File: config.mk
export PLATFORM = sky130hd
export DESIGN_NAME = calc_seq_flat
export DESIGN_NICKNAME = d
export VERILOG_FILES = /design/src/rtl/calc_pkg.sv /design/src/rtl/calc_if.sv /design/src/rtl/calc_muldiv.sv /design/src/rtl/calc_seq.sv /design/src/flat_wrapper.sv
export SDC_FILE = /design/constraint.sdc
export NUM_CORES = 1
export LEC_CHECK = 0
export ABC_AREA = 1
export BUFFER_PORTS_ARGS = -buffer_cell sky130_fd_sc_hd__buf_2
export CAP_MARGIN = 30
export CORE_ASPECT_RATIO = 0.9
export CORE_UTILIZATION = 45
export CTS_CLUSTER_DIAMETER = 80
export DETAILED_ROUTE_END_ITERATION = 6
export GPL_TIMING_DRIVEN = 0
export PLACE_DENSITY = 0.74
export SYNTH_ARGS = -nofsm -noshare
export SYNTH_HDL_FRONTEND = slang
export SYNTH_SLANG_ARGS = --single-unit
File: constraint.sdc
create_clock -name clk -period 1.7 [get_ports clk]
set_input_delay 0.34 -clock clk [delete_from_list [all_inputs] [get_ports clk]]
set_output_delay 0.34 -clock clk [all_outputs]
set_load 0.02 [all_outputs]
File: src/rtl/calc_pkg.sv
//------------------------------------------------------------------------------
// Module   : calc_pkg
// Purpose  : Shared types and constants for the sequential calculator:
//            opcode enum, FSM state enum, condition-code bit indices and a
//            helper that classifies multi-cycle opcodes.
// Config   : CALC_MULDIV_EN -- when defined, the BUSY state exists and
//            MUL/DIVU/REMU are multi-cycle operations.
// Revision : 1.0 - initial release
//------------------------------------------------------------------------------
`default_nettype none

package calc_pkg;

  typedef enum logic [3:0] {
    OP_ADD  = 4'd0,
    OP_SUB  = 4'd1,
    OP_CMP  = 4'd2,
    OP_AND  = 4'd3,
    OP_OR   = 4'd4,
    OP_XOR  = 4'd5,
    OP_SLL  = 4'd6,
    OP_SRL  = 4'd7,
    OP_SRA  = 4'd8,
    OP_MOV  = 4'd9,
    OP_MUL  = 4'd10,
    OP_DIVU = 4'd11,
    OP_REMU = 4'd12
  } op_e;

`ifdef CALC_MULDIV_EN
  typedef enum logic [1:0] {
    ST_IDLE = 2'd0,
    ST_BUSY = 2'd1,
    ST_DONE = 2'd2
  } state_e;
`else
  typedef enum logic [1:0] {
    ST_IDLE = 2'd0,
    ST_DONE = 2'd2
  } state_e;
`endif

  // Bit positions inside the 4-bit condition code
  localparam int CODE_S = 3;
  localparam int CODE_Z = 2;
  localparam int CODE_C = 1;
  localparam int CODE_V = 0;

  // True for opcodes that run on the iterative multiply/divide datapath
  function automatic logic is_multi_op(input logic [3:0] op);
    return (op == OP_MUL) || (op == OP_DIVU) || (op == OP_REMU);
  endfunction

endpackage

`default_nettype wire

File: src/rtl/calc_if.sv
//------------------------------------------------------------------------------
// Module   : calc_if
// Purpose  : Operation-in / result-out handshake bundle of the calculator.
// Ports    : in_valid/in_ready/op/a/b   - operation request channel
//            out_valid/out_ready         - result handshake
//            result/code/err             - registered result, S/Z/C/V, error
// Modports : master - producer of operations, consumer of results
//            slave  - the calculator
// Revision : 1.0 - initial release
//------------------------------------------------------------------------------
`default_nettype none

interface calc_if #(
  parameter int WIDTH = 16
) ();

  logic             in_valid;
  logic             in_ready;
  logic [3:0]       op;
  logic [WIDTH-1:0] a;
  logic [WIDTH-1:0] b;
  logic             out_valid;
  logic             out_ready;
  logic [WIDTH-1:0] result;
  logic [3:0]       code;
  logic             err;

  modport master (
    output in_valid, op, a, b, out_ready,
    input  in_ready, out_valid, result, code, err
  );

  modport slave (
    input  in_valid, op, a, b, out_ready,
    output in_ready, out_valid, result, code, err
  );

endinterface

`default_nettype wire

File: src/rtl/calc_muldiv.sv
//------------------------------------------------------------------------------
// Module   : calc_muldiv
// Purpose  : Iterative unsigned shift-add multiplier and restoring divider,
//            one bit per clock, WIDTH iterations per operation.
// Ports    : clk, rst_n   - clock, asynchronous active-low reset
//            start        - load operands and begin (op = MUL/DIVU/REMU)
//            op, a, b     - opcode and operands, sampled only on start
//            done         - high during the final iteration cycle
//            prod_lo      - low half of the product
//            quot, rem    - quotient / remainder
//            hi_nonzero   - high half of the product is non-zero
//            All results reflect the value after the current iteration, so
//            they are final in the cycle where done is high.
// Revision : 1.0 - initial release
//------------------------------------------------------------------------------
`default_nettype none

module calc_muldiv
  import calc_pkg::*;
#(
  parameter int WIDTH = 16
) (
  input  logic             clk,
  input  logic             rst_n,
  input  logic             start,
  input  logic [3:0]       op,
  input  logic [WIDTH-1:0] a,
  input  logic [WIDTH-1:0] b,
  output logic             done,
  output logic [WIDTH-1:0] prod_lo,
  output logic [WIDTH-1:0] quot,
  output logic [WIDTH-1:0] rem,
  output logic             hi_nonzero
);

  localparam int            CW   = $clog2(WIDTH);
  localparam logic [CW-1:0] LAST = CW'(WIDTH - 1);

  logic               r_busy;
  logic               r_is_mul;
  logic [CW-1:0]      r_cnt;
  logic [WIDTH-1:0]   r_m;      // multiplicand or divisor
  logic [2*WIDTH-1:0] r_p;      // {acc, multiplier} or {remainder, dividend/quotient}

  logic [WIDTH:0]     w_sum;
  logic [WIDTH:0]     w_shift;
  logic [WIDTH-1:0]   w_trial;
  logic               w_qbit;
  logic [WIDTH-1:0]   w_rem_next;
  logic [2*WIDTH-1:0] w_mul_next;
  logic [2*WIDTH-1:0] w_div_next;
  logic [2*WIDTH-1:0] w_p_next;

  always_comb begin
    // Multiply step: add multiplicand into the upper half when the current
    // multiplier LSB is set, then shift the whole product right one place.
    w_sum      = {1'b0, r_p[2*WIDTH-1:WIDTH]} + (r_p[0] ? {1'b0, r_m} : '0);
    w_mul_next = {w_sum, r_p[WIDTH-1:1]};

    // Restoring divide step: shift the next dividend bit into the partial
    // remainder; subtract only if it does not go negative. Quotient bits
    // enter the low half as dividend bits leave it. A zero divisor always
    // "fits", which naturally yields quotient all-ones and remainder = a.
    w_shift    = {r_p[2*WIDTH-1:WIDTH], r_p[WIDTH-1]};
    w_qbit     = (w_shift >= {1'b0, r_m});
    w_trial    = w_shift[WIDTH-1:0] - r_m;
    w_rem_next = w_qbit ? w_trial : w_shift[WIDTH-1:0];
    w_div_next = {w_rem_next, r_p[WIDTH-2:0], w_qbit};

    w_p_next   = r_is_mul ? w_mul_next : w_div_next;
  end

  assign done       = r_busy && (r_cnt == LAST);
  assign prod_lo    = w_p_next[WIDTH-1:0];
  assign quot       = w_p_next[WIDTH-1:0];
  assign rem        = w_p_next[2*WIDTH-1:WIDTH];
  assign hi_nonzero = |w_p_next[2*WIDTH-1:WIDTH];

  always_ff @(posedge clk or negedge rst_n) begin
    if (!rst_n) begin
      r_busy   <= 1'b0;
      r_is_mul <= 1'b0;
      r_cnt    <= '0;
      r_m      <= '0;
      r_p      <= '0;
    end else if (start) begin
      r_busy   <= 1'b1;
      r_is_mul <= (op == OP_MUL);
      r_cnt    <= '0;
      r_m      <= (op == OP_MUL) ? a : b;
      r_p      <= {{WIDTH{1'b0}}, ((op == OP_MUL) ? b : a)};
    end else if (r_busy) begin
      r_p   <= w_p_next;
      r_cnt <= r_cnt + 1'b1;
      if (done) begin
        r_busy <= 1'b0;
      end
    end
  end

endmodule

`default_nettype wire

File: src/rtl/calc_seq.sv
//------------------------------------------------------------------------------
// Module   : calc_seq
// Purpose  : Sequential calculator: accepts one operation over a valid/ready
//            handshake, registers result, S/Z/C/V code and error flag, and
//            holds them until the consumer takes them.
// Ports    : clk    - clock, rising edge
//            rst_n  - asynchronous active-low reset
//            bus    - calc_if.slave (in_valid/in_ready/op/a/b,
//                     out_valid/out_ready/result/code/err)
// Config   : CALC_MULDIV_EN -- enables MUL/DIVU/REMU via calc_muldiv and the
//            BUSY state; otherwise opcodes 10-12 report as illegal.
// Params   : WIDTH (>= 4, power of two) must match the interface WIDTH;
//            SHW is derived and must not be overridden.
// Revision : 1.0 - initial release
//------------------------------------------------------------------------------
`default_nettype none

module calc_seq
  import calc_pkg::*;
#(
  parameter int WIDTH = 16,
  parameter int SHW   = $clog2(WIDTH)
) (
  input  logic   clk,
  input  logic   rst_n,
  calc_if.slave  bus
);

  localparam int MSB = WIDTH - 1;

  state_e           r_state;
  state_e           w_state_next;
  logic             w_in_ready;
  logic             w_out_valid;
  logic             w_accept;
  logic             w_multi;

  logic [WIDTH-1:0] r_result;
  logic [3:0]       r_code;
  logic             r_err;

  // Single-cycle ALU
  logic [WIDTH:0]        w_add;
  logic [WIDTH:0]        w_sub;
  logic [WIDTH:0]        w_sll;
  logic [WIDTH:0]        w_srl;
  logic signed [WIDTH:0] w_sra;
  logic [SHW-1:0]        w_sh;
  logic [WIDTH-1:0]      w_flag_src;
  logic [WIDTH-1:0]      w_alu_res;
  logic [3:0]            w_alu_code;
  logic                  w_alu_c;
  logic                  w_alu_v;
  logic                  w_alu_err;

  assign w_accept = bus.in_valid && w_in_ready;

  //----------------------------------------------------------------------------
  // Multi-cycle datapath
  //----------------------------------------------------------------------------
`ifdef CALC_MULDIV_EN
  logic             w_md_start;
  logic             w_md_done;
  logic             w_md_hi_nz;
  logic [WIDTH-1:0] w_md_prod;
  logic [WIDTH-1:0] w_md_quot;
  logic [WIDTH-1:0] w_md_rem;
  logic [3:0]       r_mop;
  logic             r_div0;
  logic [WIDTH-1:0] w_md_res;
  logic [3:0]       w_md_code;
  logic             w_md_c;
  logic             w_md_err;

  assign w_multi    = is_multi_op(bus.op);
  assign w_md_start = w_accept && w_multi;

  calc_muldiv #(
    .WIDTH (WIDTH)
  ) u_muldiv (
    .clk        (clk),
    .rst_n      (rst_n),
    .start      (w_md_start),
    .op         (bus.op),
    .a          (bus.a),
    .b          (bus.b),
    .done       (w_md_done),
    .prod_lo    (w_md_prod),
    .quot       (w_md_quot),
    .rem        (w_md_rem),
    .hi_nonzero (w_md_hi_nz)
  );

  // The submodule owns the operands; only the opcode and the divide-by-zero
  // condition are kept here to format the final result.
  always_ff @(posedge clk or negedge rst_n) begin
    if (!rst_n) begin
      r_mop  <= 4'd0;
      r_div0 <= 1'b0;
    end else if (w_md_start) begin
      r_mop  <= bus.op;
      r_div0 <= (bus.b == '0);
    end
  end

  always_comb begin
    w_md_res = '0;
    w_md_c   = 1'b0;
    w_md_err = 1'b0;
    case (r_mop)
      OP_MUL: begin
        w_md_res = w_md_prod;
        w_md_c   = w_md_hi_nz;
      end
      OP_DIVU: begin
        w_md_res = w_md_quot;
        w_md_err = r_div0;
      end
      default: begin
        w_md_res = w_md_rem;
        w_md_err = r_div0;
      end
    endcase
    w_md_code         = 4'b0000;
    w_md_code[CODE_S] = w_md_res[MSB];
    w_md_code[CODE_Z] = (w_md_res == '0);
    w_md_code[CODE_C] = w_md_c;
    w_md_code[CODE_V] = w_md_c;   // MUL reports overflow on both C and V
  end
`else
  assign w_multi = 1'b0;
`endif

  //----------------------------------------------------------------------------
  // Single-cycle ALU (evaluated on the accept cycle only)
  //----------------------------------------------------------------------------
  always_comb begin
    w_sh  = bus.b[SHW-1:0];
    w_add = {1'b0, bus.a} + {1'b0, bus.b};
    w_sub = {1'b0, bus.a} + {1'b0, ~bus.b} + {{WIDTH{1'b0}}, 1'b1};
    // Each shift carries one guard bit on the exit side so the last bit
    // shifted out lands there; with amount 0 the guard bit stays 0.
    w_sll = {1'b0, bus.a} << w_sh;
    w_srl = {bus.a, 1'b0} >> w_sh;
    w_sra = $signed({bus.a, 1'b0}) >>> w_sh;

    w_flag_src = '0;
    w_alu_c    = 1'b0;
    w_alu_v    = 1'b0;
    w_alu_err  = 1'b0;
    case (bus.op)
      OP_ADD: begin
        w_flag_src = w_add[MSB:0];
        w_alu_c    = w_add[WIDTH];
        w_alu_v    = (bus.a[MSB] == bus.b[MSB]) && (w_add[MSB] != bus.a[MSB]);
      end
      OP_SUB, OP_CMP: begin
        w_flag_src = w_sub[MSB:0];
        w_alu_c    = w_sub[WIDTH];
        w_alu_v    = (bus.a[MSB] != bus.b[MSB]) && (w_sub[MSB] != bus.a[MSB]);
      end
      OP_AND: w_flag_src = bus.a & bus.b;
      OP_OR:  w_flag_src = bus.a | bus.b;
      OP_XOR: w_flag_src = bus.a ^ bus.b;
      OP_MOV: w_flag_src = bus.b;
      OP_SLL: begin
        w_flag_src = w_sll[MSB:0];
        w_alu_c    = w_sll[WIDTH];
      end
      OP_SRL: begin
        w_flag_src = w_srl[WIDTH:1];
        w_alu_c    = w_srl[0];
      end
      OP_SRA: begin
        w_flag_src = w_sra[WIDTH:1];
        w_alu_c    = w_sra[0];
      end
      default: w_alu_err = 1'b1;
    endcase

    // CMP publishes the untouched operand but flags the difference
    w_alu_res = (bus.op == OP_CMP) ? bus.a : w_flag_src;

    w_alu_code = 4'b0000;
    if (!w_alu_err) begin
      w_alu_code[CODE_S] = w_flag_src[MSB];
      w_alu_code[CODE_Z] = (w_flag_src == '0);
      w_alu_code[CODE_C] = w_alu_c;
      w_alu_code[CODE_V] = w_alu_v;
    end
  end

  //----------------------------------------------------------------------------
  // FSM: state register / next-state / outputs
  //----------------------------------------------------------------------------
  always_ff @(posedge clk or negedge rst_n) begin
    if (!rst_n) begin
      r_state <= ST_IDLE;
    end else begin
      r_state <= w_state_next;
    end
  end

  always_comb begin
    w_state_next = r_state;
    case (r_state)
      ST_IDLE: begin
        if (w_accept) begin
`ifdef CALC_MULDIV_EN
          w_state_next = w_multi ? ST_BUSY : ST_DONE;
`else
          w_state_next = ST_DONE;
`endif
        end
      end
`ifdef CALC_MULDIV_EN
      ST_BUSY: begin
        if (w_md_done) begin
          w_state_next = ST_DONE;
        end
      end
`endif
      ST_DONE: begin
        if (bus.out_ready) begin
          w_state_next = ST_IDLE;
        end
      end
      default: w_state_next = ST_IDLE;
    endcase
  end

  always_comb begin
    w_in_ready  = (r_state == ST_IDLE);
    w_out_valid = (r_state == ST_DONE);
  end

  //----------------------------------------------------------------------------
  // Output registers: written on a single-cycle accept or on the last
  // iteration, otherwise held (stable throughout DONE).
  //----------------------------------------------------------------------------
  always_ff @(posedge clk or negedge rst_n) begin
    if (!rst_n) begin
      r_result <= '0;
      r_code   <= 4'b0000;
      r_err    <= 1'b0;
    end else if (w_accept && !w_multi) begin
      r_result <= w_alu_res;
      r_code   <= w_alu_code;
      r_err    <= w_alu_err;
    end
`ifdef CALC_MULDIV_EN
    else if ((r_state == ST_BUSY) && w_md_done) begin
      r_result <= w_md_res;
      r_code   <= w_md_code;
      r_err    <= w_md_err;
    end
`endif
  end

  assign bus.in_ready  = w_in_ready;
  assign bus.out_valid = w_out_valid;
  assign bus.result    = r_result;
  assign bus.code      = r_code;
  assign bus.err       = r_err;

endmodule

`default_nettype wire

File: src/flat_wrapper.sv
// flat-port wrapper written by rule: the top's interface ports become plain ports
module calc_seq_flat import calc_pkg::*;
#(
  parameter int WIDTH = 16,
  parameter int SHW   = $clog2(WIDTH)
)
  (clk, rst_n, bus_in_valid, bus_op, bus_a, bus_b, bus_out_ready, bus_in_ready, bus_out_valid, bus_result, bus_code, bus_err);
  calc_if #(.WIDTH(WIDTH)) bus_i ();
  input  logic clk;
  input  logic rst_n;
  input wire logic [$bits(bus_i.in_valid)-1:0] bus_in_valid;
  input wire logic [$bits(bus_i.op)-1:0] bus_op;
  input wire logic [$bits(bus_i.a)-1:0] bus_a;
  input wire logic [$bits(bus_i.b)-1:0] bus_b;
  input wire logic [$bits(bus_i.out_ready)-1:0] bus_out_ready;
  output wire logic [$bits(bus_i.in_ready)-1:0] bus_in_ready;
  output wire logic [$bits(bus_i.out_valid)-1:0] bus_out_valid;
  output wire logic [$bits(bus_i.result)-1:0] bus_result;
  output wire logic [$bits(bus_i.code)-1:0] bus_code;
  output wire logic [$bits(bus_i.err)-1:0] bus_err;
  assign bus_i.in_valid = bus_in_valid;
  assign bus_i.op = bus_op;
  assign bus_i.a = bus_a;
  assign bus_i.b = bus_b;
  assign bus_i.out_ready = bus_out_ready;
  assign bus_in_ready = bus_i.in_ready;
  assign bus_out_valid = bus_i.out_valid;
  assign bus_result = bus_i.result;
  assign bus_code = bus_i.code;
  assign bus_err = bus_i.err;
  calc_seq #(.WIDTH(WIDTH), .SHW(SHW)) u_core (.clk(clk), .rst_n(rst_n), .bus(bus_i));
endmodule
==> Yosys cells after proc, flatten, opt, wreduce, memory -nomap -nowiden <==
Index checks and enable logic that the tools add are counted.
{ "totals": {"register_bits": 23, "input_bits": 40, "output_inout_bits": 23, "wordCells": 48} }
{ "classes": {"add_sub_neg": 3, "n_eq_ne": 16, "shifts": 3, "n_mux": 9, "bitwise_logic": 4, "n_reduce_logical": 9} }
{ "ops": {"columns": ["op", "n"], "rows": [
  ["$pmux W16 S9", 1],
  ["$add A16 B16 Y17", 2],
  ["$add A17 B1 Y17 const B", 1],
  ["$shl A16 B4 Y17", 1],
  ["$shr A17 B4 Y17", 1],
  ["$sshr A17 B4 Y17", 1],
  ["$and A16 B16 Y16", 1],
  ["$eq A4 B3 Y1 const B", 4],
  ["$logic_not A16 Y1", 1],
  ["$mux W16", 1],
  ["$not A16 Y16", 1],
  ["$or A16 B16 Y16", 1],
  ["$xor A16 B16 Y16", 1],
  ["$reduce_or A10 Y1", 1],
  ["$eq A4 B2 Y1 const B", 2],
  ["$eq A4 B4 Y1 const B", 2],
  ["$pmux W1 S5", 1],
  ["$eq A4 B1 Y1 const B", 1],
  ["$logic_not A4 Y1", 1],
  ["$mux W2", 2],
  ["$mux W4", 1],
  ["$ne A2 B2 Y1 const B", 2],
  ["$pmux W2 S2", 1],
  ["$logic_and A1 B1 Y1", 3],
  ["8 further kinds", 10]
]} }

==> Depth between registers and ports, before layout <==
{ "logic_depth": {"depth_word": 7, "depth_mapped": 20, "mapped_depth_nobuf": 18} }

==> Worst setup path after synthesis <==
OpenSTA, ideal clock, no wires.
{ "synth_timing": {"path_type": "input-to-reg", "start": "input port bus_b[2]", "end": "register u_core.r_code[2], in the netlist u_core.bus.code[2]", "setup_ns": 0.066, "t_arrival_ns": 2.401, "t_required_ns": 1.634, "path_slack_ns": -0.767, "cell_stages": 19, "path_buffers": 3, "cell_sequence": "buf_2 -> clkinv_1 -> buf_2 -> ha_1 -> buf_2 -> inv_1 -> a21oi_1 -> nand2_1 -> nand2_1 -> nand2_1 -> nand3_1 -> nand2_1 -> nand2_1 -> nand3_1 -> nor2_1 -> nand3_1 -> nor2_1 -> nand2_1 -> nand2_1"} }
{ "synth_between": {"elab_chain_len": 6, "word_cells_on_any_way": 13, "cone_classes": "add/sub: 3; shift: 3; mux: 2; bitwise: 4; reduce/logical: 1"} }
{ "synth_lines": {"columns": ["item", "line_no", "text"], "rows": [
  ["from (decl)", "flat_wrapper.sv:14", "input wire logic [$bits(bus_i.b)-1:0] bus_b;"],
  ["$not A16 Y16", "calc_seq.sv:140", "w_sub = {1'b0, bus.a} + {1'b0, ~bus.b} + {{WIDTH{1'b0}}, 1'b1};"],
  ["$add A16 B16 Y17", "calc_seq.sv:140", null],
  ["$add A17 B1 Y17", "calc_seq.sv:140", null],
  ["$pmux W16 S9 *", "calc_seq.sv:151", "case (bus.op)"],
  ["$logic_not A16 Y1 *", "calc_seq.sv:187", "w_alu_code[CODE_Z] = (w_flag_src == '0);"],
  ["$mux W4 *", "calc_seq.sv:185", "if (!w_alu_err) begin"],
  ["to (signal assigned)", "calc_seq.sv:248", "r_code <= w_alu_code;"],
  ["to (decl)", "calc_seq.sv:39", "logic [3:0] r_code;"]
]} }
Every way passes the cells marked *; elsewhere a longest branch is shown, timed or not.
A chain may end at the register's enable or synchronous reset.

==> Final worst setup path <==
{ "layout_timing": {"start": "input port bus_b[3]", "end": "register u_core.r_code[2], in the netlist u_core.bus.code[2]"} }
The elaborated chain is that of the path after synthesis.

==> impl_metrics.xml <==
<?xml version="1.0" encoding="UTF-8"?>
<metrics>
  <group name="sta">
    <metric name="post-route-period-util" unit="">1.269</metric>
    <metric name="final-setup-viol-count" unit="">19</metric>
    <metric name="timing.max_slew.rel_slack" unit="">0.6210</metric>
    <metric name="fmax" unit="GHz">0.4634</metric>
    <metric name="count_of_pins_over_their_slew_limit" unit="">0</metric>
    <metric name="rsz_0062_raised_after_global_routing" unit="">true</metric>
    <metric name="max_slew.worst_pin.slew" unit="ns">0.5684</metric>
    <metric name="worst_clock_skew" unit="ns">0.001004</metric>
    <metric name="period_minus_slack" unit="ns">2.158</metric>
    <metric name="report.final.hold_viol_count" unit="">0</metric>
    <metric name="setup_slack" unit="ns">-0.4579</metric>
  </group>
  <group name="grt">
    <metric name="globalRoute.totalOverflow" unit="">0</metric>
    <metric name="first_pass_grt_wire_length" unit="mm">35.51</metric>
    <metric name="grt_pass1_vias" unit="">6674</metric>
    <metric name="grtUsageTotal" unit="">0.3801</metric>
    <metric name="grt_antenna_before_repair" unit="">1</metric>
    <metric name="grt_start_max_net_pins" unit="">23</metric>
  </group>
  <group name="clock_network">
    <metric name="clk_pin_slew" unit="ns">0.05</metric>
    <metric name="cts_inserted_buffers" unit="">3</metric>
    <metric name="h-tree-depth" unit="">1</metric>
    <metric name="clock_tree.buffer_depth" unit="">2</metric>
    <metric name="clock_sink_count" unit="">22</metric>
    <metric name="clk-insertion-delay-late" unit="ns">0.25</metric>
    <metric name="ctsRootBufferMaster" unit="">sky130_fd_sc_hd__clkbuf_16</metric>
    <metric name="cts_tree" unit="">yes</metric>
  </group>
  <group name="cells_and_area">
    <metric name="syn2layout_area_growth" unit="%">35.80</metric>
    <metric name="design.final.nets" unit="">1213</metric>
    <metric name="antenna-diode-count" unit="">0</metric>
    <metric name="final.fill_count" unit="">1094</metric>
    <metric name="postLayoutCellArea" unit="um2">7242</metric>
    <metric name="drive_gt1_frac" unit="">0.2929</metric>
  </group>
  <group name="flow_run">
    <metric name="max_cap_violations" unit="">0</metric>
  </group>
  <group name="synthesis">
    <metric name="synthesis.area_per_instance" unit="um2">5.243</metric>
    <metric name="netlist.top_cell.by_area" unit="">sky130_fd_sc_hd__nand2_1</metric>
    <metric name="synth-edff-count" unit="">0</metric>
    <metric name="netlist_top_cells_area" unit="">sky130_fd_sc_hd__nand2_1, sky130_fd_sc_hd__nand3_1, sky130_fd_sc_hd__ha_1</metric>
    <metric name="synthesis.area" unit="um2">5333</metric>
    <metric name="seq_area_frac_synth" unit="">0.1032</metric>
    <metric name="synthCells" unit="">1017</metric>
    <metric name="synth.ff_latch_count" unit="">22</metric>
    <metric name="synth-main-ff-cell" unit="">sky130_fd_sc_hd__dfrtp_1</metric>
    <metric name="yosysUniqueCellTypes" unit="">37</metric>
    <metric name="synth_top_cell_area_share" unit="">0.2414</metric>
    <metric name="synth.yosys.warnings" unit="">0</metric>
    <metric name="post-synth-top-count-cell" unit="">sky130_fd_sc_hd__nand2_1</metric>
    <metric name="ys_async_sr_fraction" unit="">1.000</metric>
    <metric name="synth_fp_nets" unit="">1108</metric>
    <metric name="synth_common_cells" unit="">sky130_fd_sc_hd__nand2_1, sky130_fd_sc_hd__nand3_1, sky130_fd_sc_hd__nor2_1</metric>
  </group>
  <group name="detailed_routing">
    <metric name="drt_first_iter_violations" unit="">858</metric>
    <metric name="detailedRoute.firstPassIterationCount" unit="">7</metric>
    <metric name="final_antenna_net_count" unit="">0</metric>
    <metric name="postRouteWirelength" unit="mm">23.92</metric>
    <metric name="post_drt_via_cell_ratio" unit="">5.927</metric>
    <metric name="vias" unit="">7563</metric>
    <metric name="wl_per_cell" unit="um">18.74</metric>
    <metric name="drt_drc_violations_left" unit="">6</metric>
  </group>
  <group name="pwr">
    <metric name="power.ir.vdd_worst" unit="uV">558.7</metric>
    <metric name="power" unit="mW">3.599</metric>
    <metric name="pwr_density_cell" unit="nW/um2">497.0</metric>
    <metric name="leakage" unit="nW">3.808</metric>
  </group>
  <group name="status">
    <metric name="violations" unit="">design-rule violations, negative setup slack</metric>
    <metric name="status" unit="">finished, violations left</metric>
  </group>
  <group name="hold_path">
    <metric name="min_path_type" unit="">primary input to asynchronous set/reset pin</metric>
  </group>
  <group name="worst_setup_path">
    <metric name="worstSetupStartpointType" unit="">primary input</metric>
    <metric name="critical_path_peak_fanout" unit="">5</metric>
    <metric name="cp.arrival" unit="ns">2.35</metric>
    <metric name="critical_path.endpoint_type" unit="">register</metric>
    <metric name="critical_path_class" unit="">primary input to register</metric>
    <metric name="critPathRequiredTime" unit="ns">1.89</metric>
  </group>
  <group name="placement">
    <metric name="final_replace_weighted_congestion" unit="">1.065</metric>
    <metric name="dp_slack" unit="ns">-0.9781</metric>
    <metric name="place_hpwl" unit="mm">17.74</metric>
    <metric name="placed_cell_area" unit="um2">6007</metric>
    <metric name="port_buffers" unit="">62</metric>
  </group>
  <group name="floorplanning">
    <metric name="rows" unit="">37</metric>
    <metric name="ioPinCount" unit="">63</metric>
    <metric name="initial_utilization" unit="">0.4645</metric>
    <metric name="die_area" unit="um2">12290</metric>
    <metric name="die-width" unit="um">116.7</metric>
    <metric name="die_height" unit="um">105.3</metric>
    <metric name="coreArea" unit="um2">11480</metric>
  </group>
</metrics>
==> registers in the layout, summed over array words and instances, names as in the netlist <==
signal             flops
u_core.r_state         1
u_core.bus.result     16
u_core.bus.code        4
u_core.bus.err         1
==> report_power, final <==
part	internal (mW)	switching, mW	total, mW
clock network	0.310	0.166	0.476
registers	0.636	0.0605	0.696
logic	0.860	1.57	2.43
==> area by class of cell <==
cell class	instances	area, um2	share of cell area
flip-flops and latches	22	550.5	0.07602
inverters	115	471.7	0.06513
clock buffers	3	75.07	0.01037
plain buffers	38	350.3	0.04838
multi-input cells	841	4880	0.6738
repair buffers	101	719.4	0.09934
well taps	156	195.2	0.02695
==> through the flow <==
stage                     hold WS (ns)  TNS, ns  utilization  std cells
after floorplan                0.04441   -3.924            -       1017
after global placement          0.3255   -14.53       0.5232       1235
after detailed placement        0.3214   -14.90       0.5232       1235
after CTS                      0.05563   -4.845       0.5836       1257
after global routing           0.08358   -7.075       0.6308       1276
final                          0.04258   -5.447       0.6308       1276
==> cell families (layout without fill, tap and decap cells) <==
kind of cell | Yosys count | after routing | share of synthesized area
buffers and inverters | 154 | 257 | 0.1173
flip-flops | 22 | 22 | 0.1032
adder cells (fa/ha/maj) | 51 | 51 | 0.1225
XOR/XNOR | 4 | 4 | 0.006569
AO/OA/AOI/OAI | 132 | 132 | 0.1349
AND/OR/NAND/NOR | 654 | 654 | 0.5155
==> cells in the final DEF (no fill, tap or decap), types with 4 or more instances in the layout <==
cell type	netlist	routed
sky130_fd_sc_hd__buf_6	0	17
sky130_fd_sc_hd__clkbuf_4	0	5
sky130_fd_sc_hd__nor2_1	122	82
sky130_fd_sc_hd__ha_4	0	5
sky130_fd_sc_hd__clkbuf_1	9	6
sky130_fd_sc_hd__o22ai_1	8	8
sky130_fd_sc_hd__nand2_4	0	10
sky130_fd_sc_hd__nor2_2	3	30
sky130_fd_sc_hd__buf_12	0	5
sky130_fd_sc_hd__nand3_1	149	126
sky130_fd_sc_hd__inv_2	5	20
sky130_fd_sc_hd__nand2_2	2	42
sky130_fd_sc_hd__buf_4	4	43
sky130_fd_sc_hd__ha_1	49	41
sky130_fd_sc_hd__a21oi_1	45	26
sky130_fd_sc_hd__o211ai_1	6	6
sky130_fd_sc_hd__nand2_1	343	293
sky130_fd_sc_hd__nand3_4	0	7
sky130_fd_sc_hd__buf_8	0	8
sky130_fd_sc_hd__nand3_2	1	17
sky130_fd_sc_hd__o21ai_0	59	35
sky130_fd_sc_hd__nor3_2	0	4
sky130_fd_sc_hd__buf_2	26	52
sky130_fd_sc_hd__xor2_1	4	4
sky130_fd_sc_hd__inv_4	0	4
sky130_fd_sc_hd__a21oi_2	0	18
sky130_fd_sc_hd__nor2_4	2	15
sky130_fd_sc_hd__nand4_1	12	12
sky130_fd_sc_hd__nand3b_1	5	5
sky130_fd_sc_hd__dfrtp_1	22	22
sky130_fd_sc_hd__nor3_1	10	4
sky130_fd_sc_hd__inv_1	109	87
sky130_fd_sc_hd__o21ai_1	2	23
==> per-layer routing <==
| metal | GRT usage | up-vias | wire, um |
|---|---|---|---|
| met2 | 0.5740 | 505 | 10230 |
| met4 | 0.1736 | 2 | 1397 |
| li1 | - | 3510 | - |
| met5 | 0 | - | 9 |
| met3 | 0.05233 | 118 | 2757 |
| met1 | 0.5306 | 3428 | 9524 |
==> timing repair <==
item	CTS	global route
pin swaps	48	68
setup endpoints to repair	20	20
resized for setup	152	136
hold buffers	0	0
buffers inserted	20	19
endpoints found under the hold margin	0	0
==> worst max-delay path, stage by stage <==
cell and delay (ns):
sky130_fd_sc_hd__buf_8 0.08, sky130_fd_sc_hd__buf_8 0.10, sky130_fd_sc_hd__inv_6 0.03, sky130_fd_sc_hd__buf_8 0.11, sky130_fd_sc_hd__buf_12 0.12, sky130_fd_sc_hd__ha_4 0.33, sky130_fd_sc_hd__nand2_4 0.08, sky130_fd_sc_hd__inv_2 0.06
sky130_fd_sc_hd__nand4_1 0.08, sky130_fd_sc_hd__nand2_2 0.15, sky130_fd_sc_hd__nand2_1 0.07, sky130_fd_sc_hd__nand2_1 0.07, sky130_fd_sc_hd__nor2_2 0.05, sky130_fd_sc_hd__nor2_4 0.13, sky130_fd_sc_hd__nand3_2 0.09, sky130_fd_sc_hd__nor2_2 0.09
sky130_fd_sc_hd__nand4_1 0.14, sky130_fd_sc_hd__nor2_2 0.12, sky130_fd_sc_hd__nand2_1 0.07, sky130_fd_sc_hd__nand2_1 0.05
==> worst paths after layout <==
kind / from / endpoint / slack (ns) / cells after the start
setup / recovery: bus_b[3] / u_core.bus.code[2] / -0.46 / 20
hold / removal: rst_n / u_core.r_state[1] / 0.04 / 1
setup reg to reg: u_core.r_state[1] / u_core.bus.result[15] / 0.01 / 6
hold reg to reg: u_core.bus.result[9] / u_core.bus.result[9] / 0.47 / 2
max in group asynchronous: rst_n / u_core.bus.result[5] / 1.34 / 1
min in group clk: bus_out_ready / u_core.r_state[1] / 0.29 / 2
Power figures use the tool's default switching activity.
